## config.mk

```make
export PLATFORM = sky130hd
export DESIGN_NAME = pipe_skid_stage
export DESIGN_NICKNAME = d
export VERILOG_FILES = /design/src/rtl/pipe_skid_stage.sv
export SDC_FILE = /design/constraint.sdc
export NUM_CORES = 1
export LEC_CHECK = 0
export CELL_PAD_IN_SITES_DETAIL_PLACEMENT = 1
export CELL_PAD_IN_SITES_GLOBAL_PLACEMENT = 1
export CORE_MARGIN = 1
export CORE_UTILIZATION = 37
export DETAILED_ROUTE_END_ITERATION = 6
export GPL_TIMING_DRIVEN = 1
export PLACE_DENSITY_LB_ADDON = 0.1
export SKIP_LAST_GASP = 1
export SLEW_MARGIN = 20
export SYNTH_ARGS = -nofsm -noshare
export SYNTH_HDL_FRONTEND = slang
export SYNTH_SLANG_ARGS = --single-unit
```

## constraint.sdc

```tcl
create_clock -name clk -period 2.7 [get_ports clk]
set_input_delay 0.54 -clock clk [delete_from_list [all_inputs] [get_ports clk]]
set_output_delay 0.54 -clock clk [all_outputs]
set_load 0.01 [all_outputs]
```

## src/rtl/pipe_skid_stage.sv

```systemverilog
// pipe_skid_stage: two-entry skid buffer between pipeline stages with flush and a
// saturating backpressure counter. in_ready is decoded from state alone to break the ready path.
module pipe_skid_stage #(
    parameter int unsigned       DATA_W    = 32,
    parameter logic [DATA_W-1:0] NOP_VALUE = '0,
    parameter int unsigned       CNT_W     = 16
) (
    input  logic              clk,
    input  logic              rst,
    input  logic              in_valid,
    output logic              in_ready,
    input  logic [DATA_W-1:0] in_data,
    input  logic              flush,
    output logic              out_valid,
    input  logic              out_ready,
    output logic [DATA_W-1:0] out_data,
    output logic [CNT_W-1:0]  stall_cnt
);
    typedef enum logic [1:0] {
        EMPTY = 2'd0,
        ONE   = 2'd1,
        TWO   = 2'd2
    } state_t;

    localparam logic [CNT_W-1:0] CNT_MAX = '1;

    state_t            state_q, state_d;
    logic [DATA_W-1:0] main_q, main_d;
    logic [DATA_W-1:0] skid_q, skid_d;
    logic [CNT_W-1:0]  stall_cnt_q, stall_cnt_d;
    logic              accept_in;
    logic              accept_out;

    // Handshake outputs decoded purely from the state register.
    always_comb begin
        in_ready  = 1'b1;
        out_valid = 1'b0;
        out_data  = NOP_VALUE;
        case (state_q)
            EMPTY: begin
                in_ready  = 1'b1;
                out_valid = 1'b0;
                out_data  = NOP_VALUE;
            end
            ONE: begin
                in_ready  = 1'b1;
                out_valid = 1'b1;
                out_data  = main_q;
            end
            TWO: begin
                in_ready  = 1'b0;
                out_valid = 1'b1;
                out_data  = main_q;
            end
            default: begin
                in_ready  = 1'b1;
                out_valid = 1'b0;
                out_data  = NOP_VALUE;
            end
        endcase
    end

    assign accept_in  = in_valid & in_ready;
    assign accept_out = out_valid & out_ready;
    assign stall_cnt  = stall_cnt_q;

    // Next-state and storage steering; flush overrides every transition.
    always_comb begin
        state_d = state_q;
        main_d  = main_q;
        skid_d  = skid_q;
        if (flush) begin
            state_d = EMPTY;
        end else begin
            case (state_q)
                EMPTY: begin
                    if (accept_in) begin
                        main_d  = in_data;
                        state_d = ONE;
                    end else begin
                        state_d = EMPTY;
                    end
                end
                ONE: begin
                    if (accept_in && accept_out) begin
                        main_d  = in_data;
                        state_d = ONE;
                    end else if (accept_in) begin
                        skid_d  = in_data;
                        state_d = TWO;
                    end else if (accept_out) begin
                        state_d = EMPTY;
                    end else begin
                        state_d = ONE;
                    end
                end
                TWO: begin
                    if (accept_out) begin
                        main_d  = skid_q;
                        state_d = ONE;
                    end else begin
                        state_d = TWO;
                    end
                end
                default: begin
                    state_d = EMPTY;
                end
            endcase
        end
    end

    // Backpressure counter saturates and ignores flush.
    always_comb begin
        if (out_valid && !out_ready && (stall_cnt_q != CNT_MAX)) begin
            stall_cnt_d = stall_cnt_q + CNT_W'(1);
        end else begin
            stall_cnt_d = stall_cnt_q;
        end
    end

    // State and storage registers.
    always_ff @(posedge clk or posedge rst) begin
        if (rst) begin
            state_q     <= EMPTY;
            main_q      <= NOP_VALUE;
            skid_q      <= NOP_VALUE;
            stall_cnt_q <= '0;
        end else begin
            state_q     <= state_d;
            main_q      <= main_d;
            skid_q      <= skid_d;
            stall_cnt_q <= stall_cnt_d;
        end
    end
endmodule

```

After elaboration in Yosys (flattened, before gate mapping). Index checks and enable logic that the tools add are counted.

Bits in registers: 82. Bits of input ports: 37. Output and inout bits: 50.

Equal/unequal tests: 6. Muxes and demuxes: 14. Reduce and logical (&&, ||, !) cells: 9. $add $sub $neg: 1. Bitwise operators: 4.

Operators by type and width (count): 32-bit two-way mux (4); 32-bit one-hot mux with 3 select lines (1); 16-bit by 1-bit adder with 16-bit output (second input constant) (1); 16-bit != test (second input constant) (1); 2-bit two-way mux (4); 2-bit != test (second input constant) (3); 2-bit one-hot mux with 3 select lines (1); 5-bit AND reduction (1); 1-bit two-way mux (4); 4-bit AND reduction (1); 1-bit logical AND (3); 3-bit nonzero test (1); 1-bit AND (2); 2-bit by 1-bit equality test with 1-bit output (second input constant) (1); 2-bit equality test (second input constant) (1); 2-bit zero test (1); 1-bit inverter (2); 2-bit OR reduction (1); 1-bit zero test (1).

Depth between registers and ports, before layout.
Word-level depth: 9. Depth in mapped cells: 7. Gate-level depth less buffers: 6.

Least setup slack after synthesis. Ideal clock, no wire load.

Path kind: reg-to-reg. From: register state_q[1]. To: register main_q[10]. Period minus slack after synthesis: 2.354 ns. Cell stages (with the launch flop): 8. Setup slack: 0.346 ns. Arrival time: 2.229 ns. Buffers on the path: 1. Cell sequence: dfrtp_1 > inv_1 > ha_1 > a21boi_2 > or2_4 > a2111oi_4 > buf_6 > mux2_2.

Longest elaborated chain between the ends: 7.

Ends and longest elaborated chain: start, declared (line 27) `state_t state_q, state_d;`; start signal, assigned (line 129) `state_q <= state_d;`; 2-bit equality test or 2-bit by 1-bit equality test with 1-bit output (tied branches) (line 39) `case (state_q)`; 2-bit OR reduction (no source line) (*); 1-bit two-way mux (*) (line 39); net out_valid (line 14) `output logic out_valid,`; 1-bit AND (*) (line 64) `assign accept_out = out_valid & out_ready;`; 1-bit logical AND (line 85) `if (accept_in && accept_out) begin`; 2-bit != test (no source line); 5-bit AND reduction (no source line) (*); end signal, assigned (line 130) `main_q <= main_d;`; end, declared (line 28) `logic [DATA_W-1:0] main_q, main_d;`.

The timed path passes the listed nets; every way through them passes the cells marked *. A chain may end at the register's enable or synchronous reset.

Worst setup path in the final report.
From: register state_q[1]. To: output port out_data[20].

Longest elaborated chain between the ends: 3.

Ends and longest elaborated chain: 2-bit equality test or 2-bit by 1-bit equality test with 1-bit output (tied branches) (line 39); 2-bit OR reduction (no source line) (*); 32-bit two-way mux (*) (line 39); end, declared (line 16) `output logic [DATA_W-1:0] out_data,`.

Mark *: on every way between the ends. The rest lies on a longest branch, timed or not.

==> impl_metrics.yaml <==
setup_path:
  critPathLaunchType: "flop"
  path_max_fanout: 18
  critPathKind: "reg -> out"
  crit_arrival_ps: 2030
  cp.required_ps: 2160
  r2r_start: "state_q[1]"
  startpoint: "state_q[1]"
  endpoint_kind: "output pin"
global_route:
  grt_antenna_before_repair: 0
  grt_overflow_total: 0
  grt_pass1_vias: 2967
  grt_start_max_net_pins: 83
  grt_pass1_wl_mm: 14.6
  grt_usage: 0.168
power:
  p_leak_nw: 2.18
  total_power_w: 0.00419
  ir_worst_vdd_uv: 257
  power_density_mw_per_mm2: 798
sta:
  skew_ps: 12.7
  post-route-period-util: 0.952
  clock.fmax_ghz: 0.389
  finalSetupViolations: 0
  relSlewSlack: 0.509
  holdWs_ps: 497
  hold_viol_final: 0
  slew_violations: 0
  setup_tns_ps: 0
  tightestPinTransition_ps: 729
  rsz0062_at_grt: "no"
  fin_crit_ps: 2570
logic_synthesis:
  synth_top_cell_area_share: 0.519
  syn_area_mm2: 0.00396
  avgSynthCellArea_um2: 13.0
  synth_cell_type_count: 29
  synth.largest_area_cell: "dfrtp_1"
  synthCells: 305
  synth.area.top_cells: "dfrtp_1 52%, mux2_2 27%, and2_1 5.1%"
  yosys_warnings: 0
  ys_ff_latch: 82
  syn_nets: 348
  ys_seq_area_frac: 0.519
place:
  hpwl_mm: 5.70
  gp_congestion: 0.703
  port_buffers: 86
  dp.cells: 523
clock_tree:
  cts_max_level: 3
  cts_hold_buf: 0
  cts_root_buf: "clkbuf_8"
  clk_latency_ps: 350
  cts_tree: "yes"
  clk_pin_slew_ps: 90
  numCtsBuffers: 9
  cts.sinks: 82
  clock_path_buffers: 2
die:
  coreArea_mm2: 0.0103
  rows: 37
  die_h_um: 105
  fp.dieArea_mm2: 0.0111
  die_w_um: 105
  ios: 87
  start_util: 0.383
final_layout:
  area.growth.synth_to_final_pct: 32.7
  layoutNonFillerInstCount: 540
  diodes: 0
  fill_cells: 1071
  final_common_cell: "mux2_2"
  nets: 442
  drive_gt1_frac: 0.319
  final_cell_mix: "96 x mux2_2, 86 x clkdlybuf4s50_1, 82 x dfrtp_1"
  fin_util: 0.509
drt:
  route.vias.total: 2692
  detail-route-antenna-nets: 0
  first_pass_iters: 4
  wl_per_cell_um: 16.1
  drt_wl_total_mm: 8.69
  drcViolationCount: 0
  drt-vias-per-instance: 4.99
  drtIter0Drc: 69
status:
  status: "finished clean"
run:
  drv_cap: 0
min_path:
  hold_start: "main_q[12]"
  hp-class: "reg -> reg"
flip-flops by register name, summed over array words and instances (netlist names):
register	cells
main_q	32
state_q	2
stall_cnt	16
skid_q	32
kinds of logic after synthesis:
logic type / count (synthesis) / synth area share
adders and majority gates: 6 / 0.0190
and+or+nand+nor: 77 / 0.110
AOI/OAI and AO/OA: 12 / 0.0240
DFF: 82 / 0.519
buffers and inverters: 18 / 0.0228
muxes: 98 / 0.279
xor gates and xnor gates: 12 / 0.0266
synthesized netlist by cell type (all sizes together):
cell and number:
clkbuf 8, ha 6, a2111oi 1, nand4 7, mux2 97, nor4 7
nand3 2, and2 32, or2 2, a211oi 1, xor2 12, a21oi 2
inv 5, a21boi 1, dfrtp 82, nand2b 2, nor2b 2, o21ai 5
nand2 8, mux2i 1, o21a 1, a31oi 1, nor3 6, and3 2
buf 5, nor2 7
what timing repair did:
action | CTS | global route
buffers inserted | 0 | 0
endpoints found under the setup margin | 0 | 32
hold endpoints to repair | 0 | 0
gates resized for setup | 0 | 2
worst paths after layout:
path	to	slack, ps	depth (start not counted)
worst max register to register	stall_cnt[15]	380	7
worst min register to register	main_q[12]	500	1
max in group asynchronous	skid_q[8]	1740	3
worst min-delay path	main_q[12]	500	1
worst max-delay path	out_data[20]	130	5
min in group asynchronous	stall_cnt[9]	600	3
power by group:
| group | internal, W | switching, W |
|---|---|---|
| Clock | 0.000334 | 0.000455 |
| Sequential | 0.00172 | 0.000246 |
| Combinational | 0.000909 | 0.000527 |
final cells by class:
| cell class | instances | area [um^2] | share of cell area |
|---|---|---|---|
| tap | 136 | 170 | 0.0324 |
| clock inverter | 6 | 43.8 | 0.00834 |
| timing repair buffer | 96 | 1000 | 0.191 |
| sequential | 82 | 2050 | 0.391 |
| inverter | 5 | 20.0 | 0.00381 |
| multi-input combinational | 205 | 1830 | 0.349 |
| clock buffer | 10 | 128 | 0.0243 |
routing by layer:
metal	vias to the layer above	track usage	share of wire
met5	-	0	0
met1	1367	0.223	0.47
li1	1259	-	-
met2	57	0.276	0.48
met4	0	0.0664	0.014
met3	9	0.0247	0.034
stage by stage:
stage / instance area [um^2] / setup WS, ps
after floorplan: 3960 / 51.6
after global placement: 5040 / 165
after CTS: 5210 / 2.74
final: 5250 / 128
after detailed placement: 5040 / 154
after global routing: 5250 / 24.9
critical path, stage by stage (launching register included):
cell,delay [ps]
dfrtp_1,400
inv_1,110
ha_4,330
clkbuf_16,190
and2_1,140
clkdlybuf4s50_1,530
Note: power is estimated with default switching activity, not from simulation.
